==> src/rtl/bus_arbiter_rr.sv <==
// bus_arbiter_rr: round-robin arbiter and bus sequencer for the micro-BESM
// external bus. One granted channel at a time runs its address, setup,
// wait and acknowledge phases over the shared busio port. Wait states come
// from rdy, bursts skip the address phase, and a wait-state timeout aborts.
module bus_arbiter_rr #(
  parameter int NCH     = 2,
  parameter int BURST_W = 3,
  parameter int TMO_W   = 8
) (
  input  logic                   clk,
  input  logic                   reset,
  input  logic [NCH-1:0]         req,
  input  logic [4*NCH-1:0]       op,
  input  logic [BURST_W*NCH-1:0] len,
  input  logic                   suspend,
  input  logic                   rdy,
  output logic [NCH-1:0]         gnt,
  output logic [1:0]             arx,
  output logic                   ecx,
  output logic                   wrx,
  output logic                   astb,
  output logic                   rd,
  output logic                   wr,
  output logic                   iack,
  output logic [NCH-1:0]         done,
  output logic [NCH-1:0]         fin,
  output logic                   err
);

  localparam int IDX_W = (NCH > 1) ? $clog2(NCH) : 1;

  localparam logic [3:0] OP_FETCH = 4'd8;
  localparam logic [3:0] OP_DRD   = 4'd9;
  localparam logic [3:0] OP_DWR   = 4'd10;
  localparam logic [3:0] OP_RDMWR = 4'd11;
  localparam logic [3:0] OP_BTRWR = 4'd12;
  localparam logic [3:0] OP_BTRRD = 4'd13;
  localparam logic [3:0] OP_BIRD  = 4'd15;

  localparam logic [1:0] ARX_ADDR  = 2'd0;
  localparam logic [1:0] ARX_CMD   = 2'd1;
  localparam logic [1:0] ARX_RDATA = 2'd2;
  localparam logic [1:0] ARX_WDATA = 2'd3;

  typedef enum logic [2:0] {
    ST_IDLE  = 3'd0,
    ST_ADDR  = 3'd1,
    ST_SETUP = 3'd2,
    ST_WAIT  = 3'd3,
    ST_ACK   = 3'd4,
    ST_ABORT = 3'd5
  } state_t;

  // Opcodes the sequencer knows how to run; anything else is aborted.
  function automatic logic op_valid(input logic [3:0] o);
    return ((o >= OP_FETCH) && (o <= OP_BTRRD)) || (o == OP_BIRD);
  endfunction

  // Write opcodes need a SETUP phase before every data strobe.
  function automatic logic op_is_write(input logic [3:0] o);
    return (o == OP_DWR) || (o == OP_BTRWR);
  endfunction

  // First requesting channel strictly after 'last' in circular order.
  // Returns {hit, index}; the loop runs lowest priority first so the
  // nearest requester overwrites any farther one.
  function automatic logic [IDX_W:0] rr_pick(input logic [NCH-1:0] r,
                                             input logic [IDX_W-1:0] last);
    logic [IDX_W:0] res;
    int c;
    res = '0;
    for (int k = NCH; k >= 1; k--) begin
      c   = (int'(last) + k) % NCH;
      res = r[c] ? {1'b1, IDX_W'(c)} : res;
    end
    return res;
  endfunction

  state_t               state_r, state_nx_s;
  logic [3:0]           op_r, op_nx_s;
  logic [BURST_W-1:0]   wcnt_r, wcnt_nx_s;
  logic [TMO_W-1:0]     tmo_r, tmo_nx_s;
  logic [NCH-1:0]       gnt_r, gnt_nx_s;
  logic [IDX_W-1:0]     last_r, last_nx_s;

  logic [IDX_W:0]       pick_s;
  logic [IDX_W-1:0]     pick_idx_s;
  logic                 pick_hit_s;
  logic [3:0]           op_sel_s;
  logic [BURST_W-1:0]   len_sel_s;
  logic                 hold_s;

  logic [1:0]           arx_s;
  logic                 ecx_s, wrx_s, astb_s, rd_s, wr_s, iack_s;
  logic                 done_s, fin_s, err_s;

  assign pick_s     = rr_pick(req, last_r);
  assign pick_idx_s = pick_s[IDX_W-1:0];
  assign pick_hit_s = pick_s[IDX_W];
  assign op_sel_s   = op[4*int'(pick_idx_s) +: 4];
  assign len_sel_s  = len[BURST_W*int'(pick_idx_s) +: BURST_W];
  assign hold_s     = suspend && (state_r != ST_IDLE);

  // State, latched transaction context and arbitration pointer.
  always_ff @(posedge clk) begin
    if (reset) begin
      state_r <= ST_IDLE;
      op_r    <= 4'd0;
      wcnt_r  <= '0;
      tmo_r   <= '0;
      gnt_r   <= '0;
      last_r  <= IDX_W'(NCH - 1);
    end else begin
      state_r <= state_nx_s;
      op_r    <= op_nx_s;
      wcnt_r  <= wcnt_nx_s;
      tmo_r   <= tmo_nx_s;
      gnt_r   <= gnt_nx_s;
      last_r  <= last_nx_s;
    end
  end

  // Next-state logic: arbitration in IDLE, phase sequencing elsewhere.
  // A suspended transaction keeps every register as it is.
  always_comb begin
    state_nx_s = state_r;
    op_nx_s    = op_r;
    wcnt_nx_s  = wcnt_r;
    tmo_nx_s   = tmo_r;
    gnt_nx_s   = gnt_r;
    last_nx_s  = last_r;
    if (hold_s) begin
      state_nx_s = state_r;
    end else begin
      case (state_r)
        ST_IDLE: begin
          if (!suspend && pick_hit_s) begin
            gnt_nx_s  = {{(NCH-1){1'b0}}, 1'b1} << pick_idx_s;
            last_nx_s = pick_idx_s;
            op_nx_s   = op_sel_s;
            wcnt_nx_s = ((op_sel_s == OP_BTRWR) || (op_sel_s == OP_BTRRD)) ? len_sel_s : '0;
            tmo_nx_s  = '0;
            if (!op_valid(op_sel_s)) begin
              state_nx_s = ST_ABORT;
            end else if (op_sel_s == OP_BIRD) begin
              state_nx_s = ST_WAIT;
            end else begin
              state_nx_s = ST_ADDR;
            end
          end else begin
            state_nx_s = ST_IDLE;
          end
        end
        ST_ADDR: begin
          tmo_nx_s   = '0;
          state_nx_s = op_is_write(op_r) ? ST_SETUP : ST_WAIT;
        end
        ST_SETUP: begin
          tmo_nx_s   = '0;
          state_nx_s = ST_WAIT;
        end
        ST_WAIT: begin
          if (rdy) begin
            state_nx_s = ST_ACK;
          end else if (&tmo_r) begin
            state_nx_s = ST_ABORT;
          end else begin
            tmo_nx_s = tmo_r + TMO_W'(1);
          end
        end
        ST_ACK: begin
          if (wcnt_r != '0) begin
            wcnt_nx_s  = wcnt_r - BURST_W'(1);
            tmo_nx_s   = '0;
            state_nx_s = op_is_write(op_r) ? ST_SETUP : ST_WAIT;
          end else begin
            gnt_nx_s   = '0;
            state_nx_s = ST_IDLE;
          end
        end
        ST_ABORT: begin
          gnt_nx_s   = '0;
          state_nx_s = ST_IDLE;
        end
        default: begin
          gnt_nx_s   = '0;
          state_nx_s = ST_IDLE;
        end
      endcase
    end
  end

  // Bus controls decoded from the current phase and the latched opcode.
  always_comb begin
    arx_s  = ARX_RDATA;
    ecx_s  = 1'b0;
    wrx_s  = 1'b0;
    astb_s = 1'b0;
    rd_s   = 1'b0;
    wr_s   = 1'b0;
    iack_s = 1'b0;
    done_s = 1'b0;
    fin_s  = 1'b0;
    err_s  = 1'b0;
    case (state_r)
      ST_ADDR: begin
        arx_s  = ARX_ADDR;
        ecx_s  = 1'b1;
        astb_s = 1'b1;
      end
      ST_SETUP: begin
        arx_s = ARX_WDATA;
        ecx_s = 1'b1;
      end
      ST_WAIT: begin
        ecx_s = 1'b1;
        case (op_r)
          OP_FETCH: begin
            arx_s = ARX_CMD;
            rd_s  = 1'b1;
          end
          OP_DRD, OP_RDMWR, OP_BTRRD: rd_s = 1'b1;
          OP_DWR, OP_BTRWR: begin
            arx_s = ARX_WDATA;
            wr_s  = 1'b1;
          end
          OP_BIRD: iack_s = 1'b1;
          default: ecx_s = 1'b1;
        endcase
      end
      ST_ACK: begin
        ecx_s  = 1'b1;
        done_s = 1'b1;
        fin_s  = (wcnt_r == '0);
        case (op_r)
          OP_FETCH: begin
            arx_s = ARX_CMD;
            wrx_s = 1'b1;
          end
          OP_DRD, OP_RDMWR, OP_BTRRD: wrx_s = 1'b1;
          OP_BIRD: begin
            wrx_s  = 1'b1;
            iack_s = 1'b1;
          end
          default: wrx_s = 1'b0;
        endcase
      end
      ST_ABORT: begin
        err_s = 1'b1;
        fin_s = 1'b1;
      end
      default: arx_s = ARX_RDATA;
    endcase
  end

  // While suspended every strobe and pulse is forced low.
  assign gnt  = gnt_r;
  assign arx  = arx_s;
  assign ecx  = ecx_s  & ~hold_s;
  assign wrx  = wrx_s  & ~hold_s;
  assign astb = astb_s & ~hold_s;
  assign rd   = rd_s   & ~hold_s;
  assign wr   = wr_s   & ~hold_s;
  assign iack = iack_s & ~hold_s;
  assign err  = err_s  & ~hold_s;
  assign done = (done_s && !hold_s) ? gnt_r : '0;
  assign fin  = (fin_s  && !hold_s) ? gnt_r : '0;

endmodule

==> config.mk <==
export PLATFORM = sky130hd
export DESIGN_NAME = bus_arbiter_rr
export DESIGN_NICKNAME = d
export VERILOG_FILES = /design/src/rtl/bus_arbiter_rr.sv
export SDC_FILE = /design/constraint.sdc
export NUM_CORES = 1
export LEC_CHECK = 0
export BUFFER_PORTS_ARGS = -buffer_cell sky130_fd_sc_hd__buf_2
export CAP_MARGIN = 20
export CORE_MARGIN = 5
export CORE_UTILIZATION = 40
export DETAILED_ROUTE_END_ITERATION = 10
export PLACE_DENSITY = 0.73
export SLEW_MARGIN = 25
export SYNTH_ARGS = -nofsm -noshare
export SYNTH_HDL_FRONTEND = slang
export SYNTH_SLANG_ARGS = --single-unit
==> constraint.sdc <==
create_clock -name clk -period 2.8 [get_ports clk]
set_input_delay 0.56 -clock clk [delete_from_list [all_inputs] [get_ports clk]]
set_output_delay 0.56 -clock clk [all_outputs]
set_load 0.01 [all_outputs]
==> impl_metrics.toml, run 1 <==
[sta]
fmax_ghz = 0.381
skew_ns = 0.00411
rsz0062_at_grt = "no"
setup_violations = 0
setup_tns_ns = 0
worstMarginPinSlew_ns = 0.553
finalCriticalPeriod_ns = 2.62
finalHoldViolCount = 0
slew_violations = 0
maxSlewHeadroom_pct = 63.1
post-route-period-util_pct = 93.7

[floorplanning]
row_count = 21
die_h_um = 70.2
ios = 35
core_area_um2 = 3420
initial_utilization_pct = 42.5
die_w_um = 70.2
die-area_um2 = 4930

[power]
ir_worst_vdd_mv = 0.387
combPwrFrac_pct = 47.0
power.internal_mw = 0.626
seq_power_share_pct = 39.2
power_density_nw_per_um2 = 675
clkPwrFrac_pct = 13.7
p_switching_mw = 0.504
p_sw_share_pct = 44.6
cellLeakagePower_nw = 0.641

[routing]
num_vias = 1384
first_iter_violations = 40
route.met2.wl_mm = 1.64
post_drt_wl_per_cell_um = 13.1
dr.pass1.iters = 4
routed_wl_mm = 3.44
drc = 0
viasPerCell = 5.28
met1_length_mm = 1.57
top_layer = "met4"
ant_nets = 0
met3_length_um = 200

[logic_synthesis]
ys_types = 53
synthArstFlopShare_pct = 0
synth_nets = 207
ys_ff_latch = 21
ys_seq_area_share_pct = 29.0
syn_area_per_cell_um2 = 7.89
postSynthCellCount = 184
ys.flop_type = "dfxtp_1"
ys_warn_count = 0
syn_area_um2 = 1450
synth_edf_count = 0

[global_routing]
grt_pass1_vias = 1280
antenna_found_initial = 0
grt_pass1_wl_mm = 5.75
grt_usage_pct = 14.0
grt_max_degree = 16
grt_overflow = 0

[cells_and_area]
final_util_pct = 49.0
nFillCells = 377
diodes = 0
final_cell_area_um2 = 1670
area_delta_synth_final_pct = 15.3
fin_nets = 240
drive_gt1_share_pct = 23.6

[clock_network]
cts-resized-gates = 0
clockBufferDepth = 2
cts-buffers-inserted = 3
clock_latency_ns = 0.31
root_buffer = "clkbuf_4"
hold_buffers = 0
post-cts-setup-buffer-count = 0
cts_tree = "built"
htree_num_levels = 1
cts.sinks = 21
clk_pin_slew_worst_paths_ns = 0.13

[place]
dp_hpwl_mm = 2.73
portBuffers = 34
gp_congestion = 0.818
place_area_um2 = 1650

[setup_path]
critPathCaptureType = "primary output"
critPathLaunchType = "flop"
path_class = "reg -> out"
worstPathArrival_ns = 2.06
worstPathMaxFanout = 11
required_ns = 2.24

[hold_path]
hp-class = "reg -> reg"

[run_status]
outcome = "finished, final reports clean"

[flow_run]
maxCapViolCount = 0
## metrics by stage
step | hold slack [ns] | cells | worst slack [ns] | power [mW]
floorplan | 0.450 | 184 | 0.830 | 0.871
global placement | 0.462 | 258 | 0.604 | 0.974
detailed placement | 0.469 | 258 | 0.579 | 0.981
CTS | 0.501 | 262 | 0.203 | 1.14
global route | 0.535 | 262 | 0.0661 | 1.22
finish | 0.493 | 262 | 0.177 | 1.13
## area by class of cell
| class | count | area [µm²] | share of cell area [%] |
|---|---|---|---|
| Clock inverter | 1 | 5.00 | 0.299 |
| Tap cell | 46 | 57.6 | 3.44 |
| Inverter | 9 | 33.8 | 2.02 |
| Multi-Input combinational cell | 147 | 957 | 57.2 |
| Timing Repair Buffer | 35 | 178 | 10.6 |
| Clock buffer | 3 | 22.5 | 1.35 |
| Sequential cell | 21 | 420 | 25.1 |
## metal layers
layer	GRT usage, %	vias to the layer above
met2	24.7	28
met3	3.16	5
li1	-	746
met4	2.55	0
met1	17.3	605
met5	0	-
## worst paths after layout
kind	from	to	slack (ns)	cells past startpoint
setup / recovery	state_r[1]	wr	0.18	4
hold / removal	wcnt_r[1]	wcnt_r[1]	0.49	1
setup reg to reg	state_r[0]	wcnt_r[1]	0.79	5
hold reg to reg	wcnt_r[1]	wcnt_r[1]	0.49	1
## critical path, stage by stage, from the launching register on
cell,delay (ns)
dfxtp_1,0.59
nor2b_2,0.32
nand2_1,0.25
nor4_1,0.39
buf_2,0.19
## power groups by stage
stage	logic, mW	clock network, mW	registers (mW)
CTS	0.534	0.160	0.442
global route	0.594	0.169	0.454
finish	0.531	0.155	0.443
detailed placement	0.532	0	0.449
global placement	0.529	0	0.445
floorplan	0.473	0	0.399
## cells by family (layout without fill, tap and decap cells)
family / Yosys count / in the layout / synth area share (%)
AO/OA/AOI/OAI: 56 / 56 / 29.2
XOR/XNOR: 4 / 4 / 2.41
adder cells (fa/ha/maj): 3 / 3 / 2.59
buffers and inverters: 16 / 48 / 5.09
flip-flops: 21 / 21 / 29.0
multiplexers: 4 / 4 / 2.76
AND/OR/NAND/NOR: 80 / 80 / 29.0
## cells in the mapped netlist (2+ instances only)
| cell type | n | area, µm² |
|---|---|---|
| nor2_1 | 24 | 90.1 |
| dfxtp_1 | 21 | 420 |
| a21oi_1 | 15 | 75.1 |
| nand2_1 | 13 | 48.8 |
| nor3_1 | 10 | 50.1 |
| inv_1 | 9 | 33.8 |
| o21ai_0 | 8 | 40.0 |
| a211oi_1 | 6 | 45.0 |
| nand3_1 | 5 | 25.0 |
| or3_1 | 5 | 31.3 |
| mux2i_1 | 4 | 40.0 |
| nand2b_1 | 4 | 25.0 |
| a22oi_1 | 3 | 22.5 |
| clkbuf_1 | 3 | 11.3 |
| ha_1 | 3 | 37.5 |
| nand4_1 | 3 | 18.8 |
| o211ai_1 | 3 | 22.5 |
| xor2_1 | 3 | 26.3 |
| a221oi_1 | 2 | 17.5 |
| and2_1 | 2 | 12.5 |
| and3_1 | 2 | 12.5 |
| buf_2 | 2 | 10.0 |
| nor2b_1 | 2 | 12.5 |
| nor4_1 | 2 | 12.5 |
| o21a_1 | 2 | 15.0 |
## sequential cells by signal, indices dropped and copies added, names as in the netlist
| signal | cells |
|---|---|
| state_r | 3 |
| tmo_r | 8 |
| last_r | 1 |
| wcnt_r | 3 |
| op_r | 4 |
| gnt | 2 |
## cells in the final DEF, fill, tap and decap left out, drive strengths merged, types with 2 or more instances in the layout
master	n
nor2	24
mux2i	4
o21ai	8
a31oi	2
dfxtp	21
nand3	5
xor2	3
a221oi	2
nor4	2
a21boi	2
clkbuf	3
and3	2
buf	35
o21a	2
nor3	11
nor2b	3
or3	6
a21oi	16
nand4	3
nand2b	4
ha	3
and2	3
inv	9
nand2	13
a211oi	6
o211ai	4
a22oi	3
Power figures use the tool's default switching activity.
==> run 2: changes to the inputs <==
Settings changed: CORE_ASPECT_RATIO from default to 0.9, REMOVE_ABC_BUFFERS from default to 1.
==> impl_metrics.toml, run 2 (synthesis gave the netlist of run 1 again) <==
[run_status]
outcome = "finished, final reports clean"

[setup_path]
crit_end = "wr"
path_class = "reg -> out"
crit_path_start = "state_r[1]"
required_ns = 2.24
r2r-start = "state_r[0]"
critPathLaunchType = "flop"
reg2reg_setup_slack_ns = 0.82
critPathCaptureType = "primary output"
worstPathMaxFanout = 11
rr_worst_depth = 5
r2r_end = "wcnt_r[1]"
worstPathArrival_ns = 1.97

[global_routing]
grt_overflow = 0
grt_pass1_wl_mm = 6.18
antenna_found_initial = 0
grt_max_degree = 16
grt_usage_pct = 15.8
grt_pass1_vias = 1347

[sta]
setup_violations = 0
rsz0062_at_grt = "no"
post-route-period-util_pct = 90.3
fmax_ghz = 0.396
skew_ns = 0.00180
worstMarginPinSlew_ns = 0.802
finalHoldViolCount = 0
slew_violations = 0
maxSlewHeadroom_pct = 46.4
setup_tns_ns = 0
finalCriticalPeriod_ns = 2.53

[floorplanning]
initial_utilization_pct = 42.3
die_h_um = 67.1
die-area_um2 = 4930
ios = 35
row_count = 20
core_area_um2 = 3430
die_w_um = 73.5

[clock_network]
clockBufferDepth = 2
clk_pin_slew_worst_paths_ns = 0.08
root_buffer = "clkbuf_8"
clock_latency_ns = 0.26
cts_tree = "built"
htree_num_levels = 1
post-cts-setup-buffer-count = 0
hold_buffers = 0
cts.sinks = 21
cts-buffers-inserted = 3
cts-resized-gates = 0

[flow_run]
maxCapViolCount = 0

[routing]
met1_length_mm = 1.71
viasPerCell = 5.42
first_iter_violations = 93
routed_wl_mm = 3.58
route.met2.wl_mm = 1.63
dr.pass1.iters = 4
num_vias = 1410
ant_nets = 0
top_layer = "met4"
drc = 0
met3_length_um = 202
post_drt_wl_per_cell_um = 13.8

[cells_and_area]
final_cell_area_um2 = 1690
drive_gt1_share_pct = 23.1
mostFrequentLayoutCell = "buf_2"
largest_reg_flops = 8
layout_common_cells = "buf_2 (34), nor2_1 (24), dfxtp_1 (21)"
largestRegisters = "tmo_r: 8 flops, op_r: 4 flops"
diodes = 0
fin_nets = 240
regMostFlops = "tmo_r"
nFillCells = 326
area_delta_synth_final_pct = 16.4

[place]
place_area_um2 = 1640
dp_hpwl_mm = 2.74
portBuffers = 34
gp_congestion = 0.862

[hold_path]
hp-class = "reg -> reg"

[power]
cellLeakagePower_nw = 0.646
ir_worst_vdd_mv = 0.525
power_density_nw_per_um2 = 705
-- run 2: cell types whose count changed in the layout (fill, tap and decap cells not counted) --
cell      change
clkbuf_1      +1
clkbuf_4      -3
clkinv_2      -1
clkbuf_8      +3
-- run 2: final cells by class --
cell class | count | area [µm²] | area share (%)
Multi-Input combinational cell | 147 | 957 | 56.7
Sequential cell | 21 | 420 | 24.9
Timing Repair Buffer | 35 | 178 | 10.5
Tap cell | 44 | 55.1 | 3.26
Clock buffer | 4 | 45.0 | 2.67
Inverter | 9 | 33.8 | 2.00
-- run 2: power by group --
group          internal, mW  switching, mW  total, mW
registers             0.349         0.0979      0.447
clock network         0.101         0.0995      0.201
logic                 0.224          0.318      0.542
-- run 2: worst min path at each step --
stage	slack (ns)	start	depth (start not counted)	to
2_1_floorplan	0.45	wcnt_r[1]	1	wcnt_r[1]
3_3_place_gp	0.46	wcnt_r[1]	1	wcnt_r[1]
3_5_place_dp	0.47	wcnt_r[1]	1	wcnt_r[1]
4_1_cts	0.49	wcnt_r[1]	1	wcnt_r[1]
5_1_grt	0.52	wcnt_r[1]	1	wcnt_r[1]
6_report	0.49	wcnt_r[1]	1	wcnt_r[1]
-- run 2: layer usage --
metal,up-vias,GRT usage (%)
li1,740,-
met1,630,20.6
met2,36,25.7
met3,4,4.02
met4,0,4.52
met5,-,0
-- run 2: per-stage QoR --
stage / hold WS, ns / setup WS, ns / std cells / total power [mW] / util, %
floorplan: 0.450 / 0.752 / 177 / 0.838 / -
global placement: 0.464 / 0.664 / 256 / 0.980 / 48.0
detailed placement: 0.473 / 0.617 / 256 / 0.986 / 48.0
CTS: 0.492 / 0.311 / 260 / 1.20 / 49.3
global route: 0.519 / 0.0744 / 260 / 1.29 / 49.3
finish: 0.491 / 0.272 / 260 / 1.19 / 49.3
-- run 2: critical path, stage by stage, from the launching register on --
cell and delay [ns]:
dfxtp_1 0.59, nor2b_2 0.35, nand2_1 0.26, nor4_1 0.34, buf_2 0.18
